File: src/rtl/soc_addr_router.sv
// soc_addr_router: single-outstanding address router from one upstream master
// to ten memory-mapped slaves. It decodes the address against a fixed map,
// forwards the request to the selected slave, waits for the response with a
// bounded timeout, and returns the response upstream. Unmapped addresses and
// timeouts both return err=1 with rdata=0.
//
// Handshake rule for every valid/ready pair on this block: a transfer happens
// on a rising clk edge where valid and ready are both 1. Once a valid is
// raised, it and its payload stay unchanged until that transfer.
//
// Slave index map (bit position in slv_req_valid_o):
//   0 DRAM, 1 GPIO, 2 Ethernet, 3 SPI, 4 Timer,
//   5 UART, 6 PLIC, 7 CLINT, 8 ROM, 9 Debug
module soc_addr_router #(
    parameter int IdWidth       = 5,
    parameter int TimeoutCycles = 1024
) (
    input  logic                clk_i,
    input  logic                rst_i,
    input  logic                req_valid_i,
    output logic                req_ready_o,
    input  logic [63:0]         req_addr_i,
    input  logic                req_we_i,
    input  logic [63:0]         req_wdata_i,
    input  logic [IdWidth-1:0]  req_id_i,
    output logic [9:0]          slv_req_valid_o,
    input  logic [9:0]          slv_req_ready_i,
    output logic [63:0]         slv_addr_o,
    output logic                slv_we_o,
    output logic [63:0]         slv_wdata_o,
    input  logic [9:0]          slv_rsp_valid_i,
    input  logic [9:0][63:0]    slv_rsp_rdata_i,
    input  logic [9:0]          slv_rsp_err_i,
    output logic                rsp_valid_o,
    input  logic                rsp_ready_i,
    output logic [63:0]         rsp_rdata_o,
    output logic                rsp_err_o,
    output logic [IdWidth-1:0]  rsp_id_o,
    output logic [2:0]          dbg_state_o
);

    typedef enum logic [2:0] {
        ST_IDLE = 3'd0,
        ST_FWD  = 3'd1,
        ST_WAIT = 3'd2,
        ST_ERR  = 3'd3,
        ST_RESP = 3'd4
    } state_t;

    // Last WAIT-cycle count before the transaction is declared timed out.
    localparam logic [15:0] CntLast = 16'(TimeoutCycles - 1);

    state_t               state_q;
    logic [15:0]          cnt_q;
    logic [3:0]           idx_q;
    logic [IdWidth-1:0]   id_q;

    logic                 dec_hit;
    logic [3:0]           dec_idx;
    logic [64:0]          addr_ext;
    logic [64:0]          win_lo;
    logic [64:0]          win_hi;

    function automatic logic [63:0] slave_base(input int i);
        case (i)
            0:       slave_base = 64'h0000_0000;  // DRAM
            1:       slave_base = 64'h4000_0000;  // GPIO
            2:       slave_base = 64'h3000_0000;  // Ethernet
            3:       slave_base = 64'h2000_0000;  // SPI
            4:       slave_base = 64'h1800_0000;  // Timer
            5:       slave_base = 64'h1000_0000;  // UART
            6:       slave_base = 64'h0C00_0000;  // PLIC
            7:       slave_base = 64'h0200_0000;  // CLINT
            8:       slave_base = 64'h0001_0000;  // ROM
            9:       slave_base = 64'h8000_0000;  // Debug
            default: slave_base = 64'h0;
        endcase
    endfunction

    function automatic logic [63:0] slave_length(input int i);
        case (i)
            0:       slave_length = 64'h4000_0000;
            1:       slave_length = 64'h0000_1000;
            2:       slave_length = 64'h0001_0000;
            3:       slave_length = 64'h0080_0000;
            4:       slave_length = 64'h0000_1000;
            5:       slave_length = 64'h0000_1000;
            6:       slave_length = 64'h03FF_FFFF;
            7:       slave_length = 64'h000C_0000;
            8:       slave_length = 64'h0001_0000;
            9:       slave_length = 64'h0000_1000;
            default: slave_length = 64'h0;
        endcase
    endfunction

    // Address decode: 65-bit window compare so base+length never wraps; the
    // ascending scan lets a higher-index slave override DRAM on overlap.
    always_comb begin
        dec_hit  = 1'b0;
        dec_idx  = 4'd0;
        addr_ext = {1'b0, req_addr_i};
        win_lo   = '0;
        win_hi   = '0;
        for (int i = 0; i < 10; i++) begin
            win_lo = {1'b0, slave_base(i)};
            win_hi = win_lo + {1'b0, slave_length(i)};
            if (addr_ext >= win_lo && addr_ext < win_hi) begin
                dec_hit = 1'b1;
                dec_idx = 4'(i);
            end
        end
    end

    assign dbg_state_o = state_q;

    // Transaction FSM with all outward signals registered.
    always_ff @(posedge clk_i) begin
        if (rst_i) begin
            state_q         <= ST_IDLE;
            cnt_q           <= '0;
            idx_q           <= '0;
            id_q            <= '0;
            req_ready_o     <= 1'b0;
            slv_req_valid_o <= '0;
            slv_addr_o      <= '0;
            slv_we_o        <= 1'b0;
            slv_wdata_o     <= '0;
            rsp_valid_o     <= 1'b0;
            rsp_rdata_o     <= '0;
            rsp_err_o       <= 1'b0;
            rsp_id_o        <= '0;
        end else begin
            case (state_q)
                ST_IDLE: begin
                    req_ready_o <= 1'b1;
                    if (req_valid_i && req_ready_o) begin
                        req_ready_o <= 1'b0;
                        slv_addr_o  <= req_addr_i;
                        slv_we_o    <= req_we_i;
                        slv_wdata_o <= req_wdata_i;
                        id_q        <= req_id_i;
                        idx_q       <= dec_idx;
                        if (dec_hit) begin
                            slv_req_valid_o <= 10'b1 << dec_idx;
                            state_q         <= ST_FWD;
                        end else begin
                            state_q <= ST_ERR;
                        end
                    end
                end
                ST_FWD: begin
                    // No timeout here: a slave that never accepts stalls the router.
                    if (slv_req_ready_i[idx_q]) begin
                        slv_req_valid_o <= '0;
                        cnt_q           <= '0;
                        state_q         <= ST_WAIT;
                    end
                end
                ST_WAIT: begin
                    // A response in the timeout cycle takes precedence.
                    if (slv_rsp_valid_i[idx_q]) begin
                        rsp_rdata_o <= slv_rsp_rdata_i[idx_q];
                        rsp_err_o   <= slv_rsp_err_i[idx_q];
                        rsp_id_o    <= id_q;
                        rsp_valid_o <= 1'b1;
                        state_q     <= ST_RESP;
                    end else if (cnt_q == CntLast) begin
                        rsp_rdata_o <= '0;
                        rsp_err_o   <= 1'b1;
                        rsp_id_o    <= id_q;
                        rsp_valid_o <= 1'b1;
                        state_q     <= ST_RESP;
                    end else begin
                        cnt_q <= cnt_q + 16'd1;
                    end
                end
                ST_ERR: begin
                    rsp_rdata_o <= '0;
                    rsp_err_o   <= 1'b1;
                    rsp_id_o    <= id_q;
                    rsp_valid_o <= 1'b1;
                    state_q     <= ST_RESP;
                end
                ST_RESP: begin
                    // Slave responses are ignored here, so late ones are dropped.
                    if (rsp_ready_i) begin
                        rsp_valid_o <= 1'b0;
                        req_ready_o <= 1'b1;
                        state_q     <= ST_IDLE;
                    end
                end
                default: begin
                    state_q <= ST_IDLE;
                end
            endcase
        end
    end

endmodule

File: config.mk
export PLATFORM = sky130hd
export DESIGN_NAME = soc_addr_router
export DESIGN_NICKNAME = d
export VERILOG_FILES = /design/src/rtl/soc_addr_router.sv
export SDC_FILE = /design/constraint.sdc
export NUM_CORES = 1
export LEC_CHECK = 0
export BUFFER_PORTS_ARGS = -buffer_cell sky130_fd_sc_hd__clkbuf_2
export CAP_MARGIN = 20
export CORE_AREA = 2 2 395 397
export CTS_CLUSTER_SIZE = 24
export DETAILED_ROUTE_END_ITERATION = 10
export DIE_AREA = 0 0 397 399
export GPL_ROUTABILITY_DRIVEN = 0
export PLACE_DENSITY = 0.3
export SLEW_MARGIN = 15
export SYNTH_ARGS = -nofsm -noshare
export SYNTH_HDL_FRONTEND = slang
export SYNTH_SLANG_ARGS = --single-unit
File: constraint.sdc
create_clock -name clk_i -period 5.59 [get_ports clk_i]
set_clock_uncertainty 0.15 [all_clocks]
set_input_delay 1.118 -clock clk_i [delete_from_list [all_inputs] [get_ports clk_i]]
set_output_delay 1.118 -clock clk_i [all_outputs]
set_load 0.005 [all_outputs]
==> results of run 1 <==
routing by layer:
metal / GRT usage / vias up
li1: - / 7212
met1: 0.191 / 7991
met2: 0.248 / 848
met3: 0.0665 / 205
met4: 0.0285 / 50
met5: 0 / -
cell families after synthesis:
logic type	count (synthesis)
flops	239
xor+xnor	11
buf+inv	138
fa+ha+maj	1
simple gates	414
mux	273
compound gates	315
state kept, by name, summed over array words and instances, names as in the netlist:
signal / count
rsp_id_o: 5
rsp_valid_o: 1
slv_wdata_o: 64
rsp_rdata_o: 64
req_ready_o: 1
idx_q: 4
id_q: 5
cnt_q: 16
rsp_err_o: 1
slv_addr_o: 64
slv_we_o: 1
slv_req_valid_o: 10
dbg_state_o: 3
how the worst max path moves through the flow:
stage / startpoint / to / slack [ns] / depth (start not counted)
after floorplan: slv_rsp_valid_i[7] / cnt_q[15] / 2.25 / 7
after global placement: slv_rsp_valid_i[5] / rsp_rdata_o[21] / 1.26 / 8
after detailed placement: slv_rsp_valid_i[5] / rsp_rdata_o[55] / 1.22 / 8
after CTS: idx_q[1] / rsp_rdata_o[54] / 1.57 / 7
after global routing: idx_q[1] / rsp_rdata_o[54] / 1.44 / 7
final: idx_q[1] / rsp_rdata_o[54] / 1.64 / 7
per-stage QoR:
step	utilization	instances
after floorplan	-	1391
after global placement	0.137	4355
after detailed placement	0.137	4357
after CTS	0.146	4423
after global routing	0.146	4427
final	0.146	4444
synthesized netlist by cell type, drive strengths merged (8+ instances only):
| cell type | n |
|---|---|
| buf | 35 |
| nor2 | 29 |
| clkbuf | 95 |
| inv | 8 |
| nor3 | 17 |
| nand3 | 10 |
| mux4 | 134 |
| xnor2 | 11 |
| nand4 | 14 |
| a22o | 66 |
| a21oi | 145 |
| nor4 | 22 |
| mux2i | 138 |
| nand2 | 288 |
| o22ai | 67 |
| dfxtp | 239 |
where the power goes:
group          internal (mW)  switching (mW)
Combinational          0.429           0.548
Clock                   1.58            1.03
Sequential              1.79          0.0498
Total                   3.80            1.63
final cells by class:
class	count	area, sq um
timing repair buffer	1052	5390
tap	2044	2560
fill	17677	131000
sequential	239	4800
antenna	21	52.6
inverter	8	30.0
multi-input combinational	1014	8350
clock buffer	48	1020
clock inverter	18	304
layout by cell type, fill, tap and decap left out, types with 3 or more instances in the layout:
master     instances
a22o_1            66
o22ai_1           67
clkbuf_8           5
o21ai_1            3
nor2_1            29
mux4_2           134
xnor2_1           11
buf_12             3
or2_1              3
clkbuf_16         37
mux2i_1          137
o2bb2ai_1          6
buf_4             28
nand3_1           10
diode_2           21
o21ai_0            4
and3_1             6
nor4_1            20
nand2_1          288
nand4_1           14
nor3_1            16
clkbuf_2        1020
clkbuf_1           6
clkinv_2           5
nand2b_1           3
inv_1              8
a211o_1            7
nand3b_1           4
o31ai_1            3
dfxtp_4            4
nor2b_1            3
bufinv_16          6
dfxtp_1          235
a21oi_1          145
worst max-delay path: cells and delay by family (launching register included):
kind,cells,cell delay (ns)
compound gates,3,1.26
mux,2,0.98
simple gates,1,0.28
buf+inv,1,0.35
flops,1,0.73
==> impl_metrics.csv, run 1 <==
group,metric,value,unit
clock_network,cts_tree,"built",
die,die_h,399,um
setup_path,endpoint_kind,"flop",
logic_synthesis,syn_area,13600,sq um
detailed_routing,wl_met2,59700,um
clock_network,post-cts-setup-buffers,0,
logic_synthesis,yosys.area.top_type,"dfxtp_1",
die,pin_count,1022,
detailed_routing,first_pass_iters,5,
detailed_routing,wl_per_cell,28.9,um
timing,rsz0062_at_grt,"no",
logic_synthesis,ys_ff_latch,239,
timing,slew_headroom,0.317,
grt,grt_pass1_wl,160000,um
clock_network,clkTransAtPathRegs,0.06,ns
detailed_routing,met3_length,13500,um
logic_synthesis,synth_edf_count,0,
min_path,min_to,"slv_wdata_o[3]",
detailed_routing,dr.max_layer_used,"met5",
pwr,total_power,5.43,mW
die,initial_core_util,0.0888,
setup_path,crit_path_max_incr_delay,0.73,ns
place,io_buffers,1021,
detailed_routing,drc,0,
pwr,power_density,241,nW/um^2
clock_network,cts_sinks,239,
timing,fin_tns_setup,0,ns
clock_network,cts_resized,0,
grt,track_usage,0.154,
logic_synthesis,yosysWarnings,0,
logic_synthesis,synth-compound-area-share,0.147,
logic_synthesis,synth_top_area_frac,0.351,
logic_synthesis,synth_ff_type,"dfxtp_1",
final_layout,fin_area,22500,sq um
flow_run,maxCapViolCount,0,
die,die-area,158000,sq um
detailed_routing,drt_wl_total,129000,um
place,dp_hpwl,110000,um
grt,grt_max_degree,139,
logic_synthesis,yosys.area_share.adder,0.000917,
min_path,hold_path_class,"reg -> reg",
detailed_routing,via_per_inst,3.67,
timing,hold_viol,0,
min_path,min_from,"slv_wdata_o[3]",
pwr,vdd_drop_max,0.000160,V
logic_synthesis,yosys.area_share.simple,0.131,
grt,antenna_found_initial,123,
setup_path,start_kind,"flop",
clock_network,clockBufferDepth,3,
clock_network,numCtsBuffers,37,
logic_synthesis,synthArstFlopShare,0,
detailed_routing,drt-initial-drc-count,1101,
setup_path,slowest_stage,"dfxtp_4",
status,status,"finished, final reports clean",
clock_network,root_buffer,"clkbuf_16",
die,num_rows,144,
timing,holdWs,0.301,ns
logic_synthesis,synthXorXnorAreaFrac,0.00706,
setup_path,r2r_slack,1.64,ns
timing,timing.final.ws_setup,1.64,ns
logic_synthesis,synth_top_family_by_area,"multiplexers",
place,place_area,21100,sq um
logic_synthesis,synth.distinct_cells,49,
die,die_w,397,um
setup_path,r2r-end,"rsp_rdata_o[54]",
place,place_worst_setup_slack,1.22,ns
detailed_routing,wl_met1,52700,um
timing,min_period,3.95,ns
timing,worst_slew_pin_slew,0.996,ns
final_layout,nNetsFinal,3161,
setup_path,critical_path_class,"reg -> reg",
timing,fmax,253,MHz
clock_network,insertion_delay,0.60,ns
timing,setup_viol,0,
timing,finalCritPeriodShare,0.706,
logic_synthesis,yosys-top-cells-area,"dfxtp_1 (35%), mux4_2 (22%), mux2i_1 (10%), nand2_1 (7.9%), a21oi_1 (5.3%)",
clock_network,htreeDepth,2,
detailed_routing,route.vias.total,16306,
pwr,p_leak,9.05,nW
logic_synthesis,synth_mux_area_frac,0.323,
final_layout,drive_gt1_frac,0.530,
clock_network,cts_hold_buf,0,
setup_path,worstPathCellList,"mux4_2, mux2_2, a211o_1, o21bai_2, nor2b_4, buf_12, a22o_1",
setup_path,r2r-start,"idx_q[1]",
final_layout,area_delta_synth_final,64.9,%
min_path,holdPathStages,2,
detailed_routing,postRouteAntennaNets,0,
grt,grt_pass1_vias,15812,
logic_synthesis,yosysSeqAreaShare,0.351,
die,core,154000,sq um
setup_path,critPathRequiredTime,5.96,ns
logic_synthesis,syn_area_per_cell,9.81,sq um
setup_path,ff2ff_path_depth,7,
logic_synthesis,synth_cells,1391,
timing,slew_violations,0,
setup_path,cp_max_fo,64,
setup_path,cp.arrival,4.32,ns
logic_synthesis,synth_nets,2200,
grt,grt_overflow_total,0,
(Power assumes the default switching activity.)
==> run 2, diff against run 1 <==
Settings changed: CORE_AREA 2 2 395 397 to 2 2 394 396, DIE_AREA 0 0 397 399 to 0 0 396 398.
Clock period 5.59 ns to 3.2 ns, I/O delays scaled along.
==> run 2 against run 1 <==
  * Flip-flop and latch count did not move
  * Critical endpoint is now rsp_rdata_o[44]
  * Clock power is 70% higher
  * Sequential share of layout area down 0.55 points
  * Critical path type unchanged
  * Combinational power rose by 84%
==> impl_metrics.csv, run 2 (synthesis gave the netlist of run 1 again) <==
group,metric,value,unit
status,status,"finished, final reports clean",
pwr,p_clk_frac,0.469,
timing,hold_viol,0,
die,num_rows,144,
final_layout,final_common_cell,"clkbuf_2",
timing,finalCritPeriodShare,0.914,
pwr,power_density,409,nW/um^2
detailed_routing,route.vias.total,16463,
final_layout,area_delta_synth_final,69.3,%
final_layout,fill_cells,17655,
setup_path,cp_max_fo,21,
flow_run,maxCapViolCount,0,
die,pin_count,1022,
setup_path,critPathTopFamily,"multiplexers",
grt,grt_max_degree,142,
setup_path,critical_path_class,"reg -> reg",
timing,fin_tns_setup,0,ns
timing,holdWs,0.105,ns
clock_network,cts_tree,"built",
setup_path,r2r-start,"idx_q[1]",
die,die_w,396,um
timing,setup_viol,0,
die,die_h,398,um
detailed_routing,wl_per_cell,28.3,um
grt,track_usage,0.154,
detailed_routing,first_pass_iters,5,
setup_path,start_kind,"flop",
clock_network,htreeDepth,2,
final_layout,fin_util,0.151,
detailed_routing,via_per_inst,3.65,
grt,grt_pass1_wl,161000,um
detailed_routing,drt-initial-drc-count,1223,
min_path,hold_path_class,"in -> reg",
timing,slew_violations,0,
pwr,power_frac_comb,0.191,
final_layout,largest_registers,"rsp_rdata_o (64), slv_addr_o (64), slv_wdata_o (64)",
detailed_routing,drc,0,
final_layout,final_cell_count_no_fill,4508,
detailed_routing,postRouteAntennaNets,0,
setup_path,startpoint,"idx_q[1]",
setup_path,critPathRequiredTime,3.59,ns
timing,rsz0062_at_grt,"no",
grt,antenna_found_initial,100,
place,io_buffers,1021,
pwr,internal-power,6.58,mW
clock_network,root_buffer,"clkbuf_16",
pwr,vdd_drop_max,0.000275,V
pwr,p_leak,9.40,nW
clock_network,insertion_delay,0.60,ns
timing,fmax,342,MHz
setup_path,path_common_cell,"buf_12",
setup_path,slowest_stage,"mux4_2",
place,dp_hpwl,109000,um
clock_network,numCtsBuffers,38,
timing,slew_headroom,0.386,
setup_path,endpoint_kind,"flop",
clock_network,cts_sinks,239,
clock_network,cts_resized,0,
min_path,min_from,"req_wdata_i[4]",
die,initial_core_util,0.0890,
final_layout,nNetsFinal,3226,
setup_path,cp.arrival,3.32,ns
clock_network,clockBufferDepth,3,
die,core,153000,sq um
clock_network,clkTransAtPathRegs,0.06,ns
timing,min_period,2.92,ns
final_layout,final_cell_mix,"clkbuf_2 (1020), nand2_1 (288), dfxtp_1 (235)",
die,die-area,158000,sq um
pwr,pwr-share-seq,0.341,
setup_path,path_buf_inv,2,
grt,grt_pass1_vias,16266,
setup_path,worstPathCellList,"mux4_2, mux2_2, a211o_1, o21bai_2, nor2b_4, buf_12, buf_12, a22o_1",
pwr,switching_share,0.304,
setup_path,crit_path_max_incr_delay,0.53,ns
grt,grt_overflow_total,0,
clock_network,cts_hold_buf,0,
place,dp.cells,4421,
pwr,p_sw,2.88,mW
final_layout,drive_gt1_frac,0.542,
clock_network,post-cts-setup-buffers,0,
timing,worst_slew_pin_slew,0.921,ns
detailed_routing,drt_wl_total,128000,um
## run 2: changes by cell type in the layout (fill, tap and decap cells not counted), sizes merged
cell / change
buf: +64
bufinv: -3
clkbuf: +5
clkinv: -1
clkinvlp: -1
diode: -1
inv: +1
## run 2: worst min-delay path, cell delays in order
cell      delay, ns
clkbuf_2       0.08
nand2_1        0.04
a21oi_1        0.05
## run 2: stage by stage
step	instance area [sq um]	power [mW]	setup slack, ns
finish	23100	9.45	0.276
CTS	23000	9.72	0.258
detailed placement	21800	5.12	0.0376
global route	23100	9.92	0.174
floorplan	13600	3.86	0.334
global placement	21800	5.12	0.0168
## run 2: final timing paths
kind / endpoint / slack (ns) / depth (start not counted)
worst max register to register: rsp_rdata_o[44] / 0.28 / 8
worst min-delay path: slv_wdata_o[4] / 0.11 / 3
worst min register to register: rsp_valid_o / 0.30 / 2
worst max-delay path: rsp_rdata_o[44] / 0.28 / 8
## run 2: per-layer routing
layer  part of all wire  global-route usage  up-vias
met1               0.41               0.192     8095
li1                   -                   -     7345
met5             0.0028             0.00393        -
met2               0.47               0.249      777
met3               0.10              0.0587      190
met4              0.020              0.0335       56
## run 2: area by class of cell
class	count	area (sq um)	area share
Multi-Input combinational cell	1014	8340	0.361
Timing Repair Buffer	1116	6030	0.261
Sequential cell	239	4800	0.208
Tap cell	2044	2560	0.111
Clock buffer	53	1090	0.0471
Clock inverter	14	195	0.00845
Antenna cell	20	50.0	0.00217
Inverter	8	30.0	0.00130
## run 2: power by group through the flow
stage / clock [mW] / sequential, mW / combinational (mW)
6_report: 4.43 / 3.22 / 1.80
3_3_place_gp: 0 / 3.28 / 1.83
4_1_cts: 4.66 / 3.22 / 1.84
3_5_place_dp: 0 / 3.29 / 1.83
2_1_floorplan: 0 / 3.29 / 0.576
5_1_grt: 4.73 / 3.24 / 1.95
